<file path="src/rtl/gray_pkg.sv">
// Shared types and helpers for the Gray-count receiver.
package gray_pkg;

  typedef enum logic [1:0] {
    IDLE  = 2'd0,
    TRACK = 2'd1,
    ERR   = 2'd2
  } rx_state_e;

  localparam int ERR_CNT_W  = 8;
  localparam int GRAY_MAX_W = 32;

  // Callers zero-extend narrower counts; zero upper bits decode to zero,
  // so the low bits of the result are the decoded narrow count.
  function automatic logic [GRAY_MAX_W-1:0] gray2bin(input logic [GRAY_MAX_W-1:0] g);
    logic [GRAY_MAX_W-1:0] b;
    b[GRAY_MAX_W-1] = g[GRAY_MAX_W-1];
    for (int i = GRAY_MAX_W - 2; i >= 0; i--) begin
      b[i] = b[i+1] ^ g[i];
    end
    return b;
  endfunction

endpackage

</file>
<file path="src/rtl/gray_sync.sv">
// Multi-flop synchroniser for a Gray-coded bus (only one bit changes per step).
module gray_sync #(
  parameter int W      = 12,
  parameter int STAGES = 2
) (
  input  logic         clk,
  input  logic         rst_n,
  input  logic [W-1:0] d_i,
  output logic [W-1:0] q_o
);

  logic [W-1:0] chain_q [STAGES];

  always_ff @(posedge clk or negedge rst_n) begin
    if (!rst_n) begin
      for (int i = 0; i < STAGES; i++) chain_q[i] <= '0;
    end else begin
      chain_q[0] <= d_i;
      for (int i = 1; i < STAGES; i++) chain_q[i] <= chain_q[i-1];
    end
  end

  assign q_o = chain_q[STAGES-1];

endmodule

</file>
<file path="src/rtl/gray_rx.sv">
// Gray-count receiver: synchronise, decode, check +1/hold steps, report lock.
module gray_rx
  import gray_pkg::*;
#(
  parameter int CBITS       = 12,
  parameter int SYNC_STAGES = 2,
  parameter int LOCK_CNT    = 4
) (
  input  logic                 clk,
  input  logic                 rst_n,
  input  logic [CBITS-1:0]     gray_in,
  output logic [CBITS-1:0]     bin_out,
  output logic                 valid,
  output logic                 wrap,
  output logic                 step_err,
  output logic [ERR_CNT_W-1:0] err_cnt,
  output logic [1:0]           dbg_state
);

  localparam int FW = $clog2(SYNC_STAGES + 1);
  localparam int LW = (LOCK_CNT > 1) ? $clog2(LOCK_CNT) : 1;
  localparam logic [FW-1:0] FILL_LAST = FW'(SYNC_STAGES);
  localparam logic [LW-1:0] LOCK_LAST = LW'(LOCK_CNT - 1);

  logic [CBITS-1:0]     g_s, d, delta;
  logic [CBITS-1:0]     bin_q, prev_q;
  rx_state_e            state_q, state_d;
  logic [FW-1:0]        fill_q, fill_d;
  logic [LW-1:0]        lock_q, lock_d;
  logic [ERR_CNT_W-1:0] err_cnt_q, err_cnt_d;
  logic                 valid_q, valid_d;
  logic                 wrap_q, wrap_d;
  logic                 step_err_q, step_err_d;
  logic                 step_good, step_hold, step_bad;

  gray_sync #(.W(CBITS), .STAGES(SYNC_STAGES)) u_sync (
    .clk   (clk),
    .rst_n (rst_n),
    .d_i   (gray_in),
    .q_o   (g_s)
  );

  assign d         = CBITS'(gray2bin(GRAY_MAX_W'(g_s)));
  assign delta     = d - prev_q;
  assign step_hold = (delta == '0);
  assign step_good = (delta == CBITS'(1));
  assign step_bad  = !step_hold && !step_good;

  always_comb begin
    state_d    = state_q;
    fill_d     = fill_q;
    lock_d     = lock_q;
    err_cnt_d  = err_cnt_q;
    wrap_d     = 1'b0;
    step_err_d = 1'b0;
    unique case (state_q)
      IDLE: begin
        if (fill_q == FILL_LAST) state_d = TRACK;
        else                     fill_d  = fill_q + FW'(1);
      end
      TRACK: begin
        if (step_bad) begin
          step_err_d = 1'b1;
          if (err_cnt_q != '1) err_cnt_d = err_cnt_q + ERR_CNT_W'(1);
          lock_d  = '0;
          state_d = ERR;
        end else if (step_good && (prev_q == '1)) begin
          wrap_d = 1'b1;
        end
      end
      ERR: begin
        if (step_bad) begin
          step_err_d = 1'b1;
          if (err_cnt_q != '1) err_cnt_d = err_cnt_q + ERR_CNT_W'(1);
          lock_d = '0;
        end else if (step_good) begin
          // The LOCK_CNT-th consecutive good step re-locks on this edge.
          if (lock_q == LOCK_LAST) begin
            lock_d  = '0;
            state_d = TRACK;
          end else begin
            lock_d = lock_q + LW'(1);
          end
        end
      end
      default: state_d = IDLE;
    endcase
    valid_d = (state_d == TRACK);
  end

  always_ff @(posedge clk or negedge rst_n) begin
    if (!rst_n) begin
      state_q    <= IDLE;
      fill_q     <= '0;
      lock_q     <= '0;
      err_cnt_q  <= '0;
      valid_q    <= 1'b0;
      wrap_q     <= 1'b0;
      step_err_q <= 1'b0;
      bin_q      <= '0;
      prev_q     <= '0;
    end else begin
      state_q    <= state_d;
      fill_q     <= fill_d;
      lock_q     <= lock_d;
      err_cnt_q  <= err_cnt_d;
      valid_q    <= valid_d;
      wrap_q     <= wrap_d;
      step_err_q <= step_err_d;
      bin_q      <= d;
      prev_q     <= d;
    end
  end

  assign bin_out   = bin_q;
  assign valid     = valid_q;
  assign wrap      = wrap_q;
  assign step_err  = step_err_q;
  assign err_cnt   = err_cnt_q;
  assign dbg_state = state_q;

endmodule

</file>
<file path="config.mk">
export PLATFORM = sky130hd
export DESIGN_NAME = gray_rx
export DESIGN_NICKNAME = d
export VERILOG_FILES = /design/src/rtl/gray_pkg.sv /design/src/rtl/gray_sync.sv /design/src/rtl/gray_rx.sv
export SDC_FILE = /design/constraint.sdc
export NUM_CORES = 1
export LEC_CHECK = 0
export ABC_AREA = 1
export CORE_ASPECT_RATIO = 1.75
export CORE_MARGIN = 5
export CORE_UTILIZATION = 50
export CTS_BUF_LIST = sky130_fd_sc_hd__clkbuf_4 sky130_fd_sc_hd__clkbuf_8 sky130_fd_sc_hd__clkbuf_16
export DETAILED_ROUTE_END_ITERATION = 10
export GPL_ROUTABILITY_DRIVEN = 0
export PLACE_DENSITY_LB_ADDON = 0.12
export SYNTH_ARGS = -nofsm -noshare
export SYNTH_HDL_FRONTEND = slang
export SYNTH_HIERARCHICAL = 1
export SYNTH_SLANG_ARGS = --single-unit
</file>
<file path="constraint.sdc">
create_clock -name clk -period 10 [get_ports clk]
set_clock_uncertainty 0.05 [all_clocks]
set_input_delay 1 -clock clk [delete_from_list [all_inputs] [get_ports clk]]
set_output_delay 1 -clock clk [all_outputs]
set_load 0.005 [all_outputs]
</file>
==> results of run 1 <==
==> metal layers <==
layer,wire (microns),global-route usage (%)
met5,0,0
met4,244,9.16
met1,2160,18.1
met3,199,2.50
met2,2990,29.2
==> state kept, by name, summed over array words and instances, names as in the netlist <==
name,flops
valid,1
prev_q,12
wrap,1
u_sync/chain_q,12
step_err,1
u_sync/q_o,12
err_cnt,8
lock_q,2
dbg_state,2
fill_q,2
==> cells in the final DEF, fill, tap and decap left out, types with 2 or more instances in the layout <==
cell type and instances:
sky130_fd_sc_hd__dfrtp_1 53, sky130_fd_sc_hd__o21ai_0 5, sky130_fd_sc_hd__nand3_2 13, sky130_fd_sc_hd__o21bai_1 2, sky130_fd_sc_hd__nand4_1 9, sky130_fd_sc_hd__nor2_1 15
sky130_fd_sc_hd__ha_1 18, sky130_fd_sc_hd__nand2_1 68, sky130_fd_sc_hd__inv_2 3, sky130_fd_sc_hd__nor3_1 6, sky130_fd_sc_hd__nand3_1 41, sky130_fd_sc_hd__xor2_1 9
sky130_fd_sc_hd__inv_1 52, sky130_fd_sc_hd__a21oi_1 4, sky130_fd_sc_hd__xnor2_1 4, sky130_fd_sc_hd__o21ai_1 2, sky130_fd_sc_hd__clkdlybuf4s50_1 37, sky130_fd_sc_hd__a21oi_2 2
sky130_fd_sc_hd__clkbuf_8 6, sky130_fd_sc_hd__nand2_2 11, sky130_fd_sc_hd__nor2_2 2
==> synthesized netlist by cell type (all sizes together) <==
library cell	instances	area share, %
xnor2	5	1.7
a21oi	6	1.2
buf	12	3.0
nor3	7	1.3
fa	1	0.67
nand3	54	11
inv	55	6.9
o21ai	8	1.5
nand3b	1	0.25
o21bai	2	0.50
nand2	81	12
a21o	1	0.25
nand4	9	1.9
ha	18	7.5
dfrtp	53	44
nor4	1	0.21
a31oi	1	0.21
xor2	9	2.6
nor2	19	3.3
==> critical path, delay by kind of cell, from the launching register on <==
kind                     cells  cell delay, ns
XOR/XNOR                     1            0.22
adder cells (fa/ha/maj)      2            0.55
buffers and inverters        2            0.13
flip-flops                   1            0.44
AND/OR/NAND/NOR             28            2.59
==> path summary, 6_finish.rpt <==
| path | end | slack (ns) |
|---|---|---|
| hold / removal | u_sync/q_o[2]$_DFF_PN0_ | 0.30 |
| hold reg to reg | u_sync/q_o[2]$_DFF_PN0_ | 0.30 |
| max in group asynchronous | lock_q[0]$_DFFE_PN0P_ | 8.70 |
| setup / recovery | valid$_DFF_PN0_ | 5.95 |
| setup reg to reg | valid$_DFF_PN0_ | 5.95 |
| min in group asynchronous | u_sync/q_o[9]$_DFF_PN0_ | 0.76 |
==> metrics by stage <==
stage	hold slack, ns	std cells
5_1_grt	0.313	456
6_report	0.297	456
2_1_floorplan	0.281	343
3_3_place_gp	0.281	448
3_5_place_dp	0.285	448
4_1_cts	0.307	456
==> power by group through the flow <==
stage | registers, uW | logic (uW) | clock network, uW
global placement | 276 | 312 | 0
CTS | 272 | 314 | 154
global route | 277 | 350 | 162
floorplan | 271 | 218 | 0
finish | 271 | 311 | 148
detailed placement | 276 | 313 | 0
==> logic make-up after synthesis <==
family / Yosys count / share of synthesized area (%)
XOR/XNOR: 14 / 4.32
adder cells (fa/ha/maj): 19 / 8.15
buffers and inverters: 67 / 9.85
AND/OR/NAND/NOR: 172 / 29.9
AO/OA/AOI/OAI: 18 / 3.66
flip-flops: 53 / 44.1
==> area by class of cell <==
type / count / area [sq um] / share of cell area, %
inverter: 55 / 206 / 5.87
multi-input combinational: 223 / 1390 / 39.4
clock inverter: 2 / 37.5 / 1.07
tap: 78 / 97.6 / 2.77
clock buffer: 6 / 82.6 / 2.35
timing repair buffer: 39 / 383 / 10.9
sequential: 53 / 1330 / 37.7
==> summary by stage, run 1 <==
Clock tree
The tree built by TritonCTS fans out to 53 sinks. Hold repair after CTS inserted 0 buffers. The clock passes through at most 2 buffers.

Clock-pin slew was measured on the worst setup and hold paths at 0.10 ns. TritonCTS created 5 clock buffers. The maximum level of the CTS H-tree is 2. The buffers inserted during post-CTS setup optimization is 0. TritonCTS built the clock tree. The later pin in the worst-skew pair is clocked with a latency of 0.30 ns.

The root buffer cell chosen for the clock tree is sky130_fd_sc_hd__clkbuf_8. The number of gates given a new drive strength after cts is 0.

Min path
The worst hold path passes through 0 cells. The worst hold path begins at u_sync/chain_q[14]$_DFF_PN0_. The tightest min-delay check is of the flop to flop type.

Layout
Once layout is done, the placed cells without fillers occupy 3520 sq um. The fraction of final layout cells sized beyond drive strength 1 is 12.7%. The area growth from synthesis to layout is 17.0%.

Measured on the finished design, the core utilization comes to 59.9%. The count of antenna diodes in the layout is 0. The number of fillers in the final layout is 559. The final-stage net count is 410.

Worst setup path
The critical path startpoint category is a flop. The element type at the critical path end is a flop. In this run the worst setup path begins at u_sync/q_o[11]$_DFF_PN0_. The worst register-to-register path has a depth of 33. In this run the worst path has a maximum fanout of 5. The critical path class is flop to flop.

The reg-to-reg critical path startpoint is u_sync/q_o[11]$_DFF_PN0_. The cell that appears most often on the critical path is sky130_fd_sc_hd__nand2_1. For this run, the slowest stage of the critical path takes 0.44 ns. The slowest cell on the critical path is sky130_fd_sc_hd__dfrtp_1. The required time at the worst-slack endpoint is 10.19 ns.

Data arrives at the worst endpoint at 4.24 ns.

STA
For this run, the top clock speed supported by timing is 247 MHz. At the pin with the least slew margin, the transition time is 0.651 ns. In the post-route analysis, the smallest setup slack over all paths is 5.95 ns. The final critical path takes up 40.5% of the cycle. Setup violations remaining at the end of the flow were counted as 0.

The max-slew violation count is 0. The minimum clock period after layout is 4.05 ns. The total count of hold-check failures in the final report is 0. Measured against its own limit, the worst slew margin works out to 56.6%. Setup repair after global routing left no endpoint under its margin. Setup total negative slack on the finished layout was measured at 0 ns.

Die
After floorplanning, the core was divided into 37 placement rows. The area of the core is 5880 sq um. From bottom edge to top edge, the die measures 113 microns.

In this run the horizontal extent of the chip is 68.6 microns. The area of the die is 7730 sq um. Once the floorplan was initialized, standard cells occupied 51.2% of the core.

For this design the top-level I/O count stands at 39.

Detailed routing
The final routed wirelength across all metal layers is 5.59 mm. In this run, the number of DRC markers left after iteration 0 of detailed routing was 142. The number of vias in the routed layout is 2267. The pre-antenna-repair detailed-routing pass consisted of 4 iterations. The number of routed nets with antenna violations is 0. The routed via count divided by cell count is 4.97.

The final routed DRC violation total is 0. The post-detailed-route wirelength per cell is 12.3 microns.

Power
Combinational cells account for 42.6% of the total power. The power consumption is 730 uW. In this run, flip-flops and latches consume 37.2% of the power. The cell-internal power is 464 uW.

The switching component of the power is 266 uW. Net switching is 36.5% of the power. The worst voltage drop across the vdd grid is 0.138 mV. In this run the static leakage power is 0.00177 uW.

The clock network is responsible for 20.3% of the overall power. The total power density per cell area is 207 nW/um^2.

Place
The post-DP HPWL is 4.58 mm. Port buffering added 38 buffers. The placed instances occupy a cell area of 3400 sq um. The setup slack at placement is 5.95 ns.

Yosys
The count of distinct cell types in the synthesized netlist is 32. The area of the mapped netlist is 3010 sq um. The average cell area after synthesis is 8.77 sq um. The gate count after technology mapping is 343.

After synthesis, flip-flops and latches occupy 44.1% of the total area. The net count of the mapped netlist is 376. The number of flip-flops and latches in the synthesized netlist is 53.

The Yosys step of the flow raised 6 warnings.

Run
Across the run, the number of max-cap violations was 0.

GRT
The number of global-route vias before repair is 2297. The largest net degree at the start of global routing is 54. Global routing finished with a remaining overflow of 0. The initial antenna violation count is 0. The first global-routing pass estimated 9.72 mm of wire. The overall global routing resource usage is 16.6%.

Status
The flow ran to the end, and the final reports show no timing, DRC or antenna violations.
(Power assumes the default switching activity.)
==> inputs of run 2 (changes only) <==
==> constraint.sdc (replaced) <==
create_clock -name clk -period 3.79 [get_ports clk]
set_clock_uncertainty 0.05 [all_clocks]
set_input_delay 0.379 -clock clk [delete_from_list [all_inputs] [get_ports clk]]
set_output_delay 0.379 -clock clk [all_outputs]
set_load 0.005 [all_outputs]
==> summary by stage, run 2 (synthesis results as in run 1) <==
Layout
In the layout the commonest cells are sky130_fd_sc_hd__dfrtp_1, sky130_fd_sc_hd__inv_1, sky130_fd_sc_hd__nand2_1. The fraction of final layout cells sized beyond drive strength 1 is 26.8%. The number of fillers in the final layout is 497. The area overhead of the layout relative to synthesis is 30.1%. The count of antenna diodes in the layout is 0.

The most common cell after layout, fill and taps aside is sky130_fd_sc_hd__dfrtp_1. For this run, the post-layout net count is 424.

Power
The total power density per cell area is 515 nW/um^2. The worst voltage drop across the vdd grid is 0.364 mV. The analysis attributes to cell leakage a power of 0.00191 uW. The power consumption is 2020 uW.

Worst setup path
The dominant delay contributor by cell family on the critical path is simple AND/OR/NAND/NOR gates. Data on the critical path arrives at its endpoint at 4.23 ns. For the worst flop-to-flop path, the logic depth is 33. The reg-to-reg critical path startpoint is u_sync/q_o[11]$_DFF_PN0_. The critical path startpoint category is a flop.

The worst flop-to-flop path endpoint is err_cnt[0]$_DFFE_PN0P_. In this design, the stage delay of the slowest critical-path cell is 0.46 ns. The required time at the worst-slack endpoint is 3.98 ns. The largest individual stage delay along the critical path comes from the cell sky130_fd_sc_hd__dfrtp_2. The element type at the critical path end is a flop. The biggest fanout along the worst timing path is 9. Across all register-to-register paths, the minimum setup slack is -0.25 ns.

The critical path is of the flop to flop type. The cell seen most often among critical-path stages is sky130_fd_sc_hd__nand2_4. The sum of buffers and inverters on the critical path is 3.

Die
The area of the die is 7730 sq um. The die is 68.6 microns wide. The floorplan has 37 rows. The floorplan step set the die height to 113 microns.

The area of the core is 5880 sq um. Once the floorplan was initialized, standard cells occupied 51.2% of the core. The number of top-level pins is 39.

STA
Setup repair after global routing could not meet its margin everywhere. The worst hold margin is 0.131 ns. Timing would allow up to 247 MHz.

The slack of the critical path is -0.251 ns. The setup violation total in the final timing report is 14. The worst path in the final design needs a cycle of 4.04 ns, including I/O delays and setup. The total count of hold-check failures in the final report was 0. At the pin with the least slew margin, the transition time is 0.657 ns. The final worst-path cycle share is 107%. The max-slew violation count came to 0. The relative slew slack is 56.2%.

Place
The number of I/O port buffers is 38. The post-DP HPWL is 4.51 mm.

Detailed routing
The number of DRC violations after detailed-routing iteration 0 is 121. The routed via count divided by cell count is 5.06. The post-detailed-route wirelength per cell is 13.4 microns. The final routed wirelength across all metal layers is 6.30 mm. The number of vias in the routed layout is 2376.

The number of routed nets with antenna violations is 0. The detailed-routing iteration count for the pre-antenna-repair pass is 4. After detailed routing, the number of remaining DRC violations is 0.

Clock tree
At the later pin of the worst-skew pair, clock insertion delay measures 0.31 ns. In this run the deepest clock path goes through 2 buffers. Buffers inserted to repair hold after CTS numbered 0. The maximum level of the CTS H-tree is 2. The number of clock buffers added by TritonCTS is 5. Clock-pin slew was measured on the worst setup and hold paths at 0.10 ns. The number of sinks handled by clock tree synthesis is 53. The clock tree root driver cell is sky130_fd_sc_hd__clkbuf_8. TritonCTS built the clock tree.

Min path
The worst hold path belongs to the class primary input to async pin.

GRT
The first-pass GRT wire length is 9.52 mm. The total overflow left after global routing is 0. The overall global routing resource usage is 16.2%. The number of global-route vias before repair came to 2258.

The initial antenna violation count was 0. The largest net degree at the start of global routing is 54.

Run
Across the run, the number of max-cap violations was 0.

Status
The flow ran to the end, but the final reports show violations. The final reports fail on setup timing.
[run 2: cell types whose count changed in the layout (fill, tap and decap cells not counted), sizes merged]
cell	change
buf	+13
bufinv	-1
clkbuf	-1
inv	+2
nand2	+1
[run 2: worst max path at each step]
stage,cells after the start,start,end
2_1_floorplan,33,u_sync/q_o[10]$_DFF_PN0_,lock_q[0]$_DFFE_PN0P_
3_3_place_gp,31,u_sync/q_o[11]$_DFF_PN0_,valid$_DFF_PN0_
3_5_place_dp,30,u_sync/q_o[10]$_DFF_PN0_,lock_q[1]$_DFFE_PN0P_
4_1_cts,31,u_sync/q_o[10]$_DFF_PN0_,valid$_DFF_PN0_
5_1_grt,34,u_sync/q_o[11]$_DFF_PN0_,valid$_DFF_PN0_
6_report,33,u_sync/q_o[11]$_DFF_PN0_,err_cnt[0]$_DFFE_PN0P_
[run 2: per-layer routing]
| layer | global-route usage (%) | wire [microns] |
|---|---|---|
| met3 | 2.80 | 205 |
| met2 | 28.2 | 3450 |
| met1 | 17.5 | 2320 |
| met4 | 9.30 | 326 |
| met5 | 0 | 0 |
[run 2: cell type report]
cell class	count	area, sq um	share of cell area, %
clock buffer	5	68.8	1.76
clock inverter	3	25.0	0.639
inverter	55	206	5.27
multi-input combinational	224	1710	43.6
sequential	53	1330	33.9
tap	78	97.6	2.49
timing repair buffer	52	480	12.3
[run 2: where the power goes]
part | switching, uW | leakage [uW] | internal (uW) | total (uW)
sequential | 79.8 | 0.000639 | 643 | 723
combinational | 530 | 0.00123 | 433 | 963
clock | 194 | 0.0000452 | 135 | 329
[run 2: stage by stage]
step / instance area, sq um / util (%) / setup slack [ns] / setup TNS (ns) / cells
after floorplan: 3010 / - / 0.193 / 0 / 343
after global placement: 3440 / 58.5 / -0.0431 / -0.107 / 453
after detailed placement: 3440 / 58.5 / -0.114 / -1.04 / 453
after CTS: 3580 / 60.8 / -0.0103 / -0.0169 / 463
after global routing: 3910 / 66.6 / -0.515 / -7.00 / 470
final: 3910 / 66.6 / -0.251 / -2.87 / 470
[run 2: timing repair]
action,in CTS,in global routing
cloned,0,1
buffers inserted,2,6
setup endpoints to repair,13,15
pin swaps,2,22
resized for setup,7,63
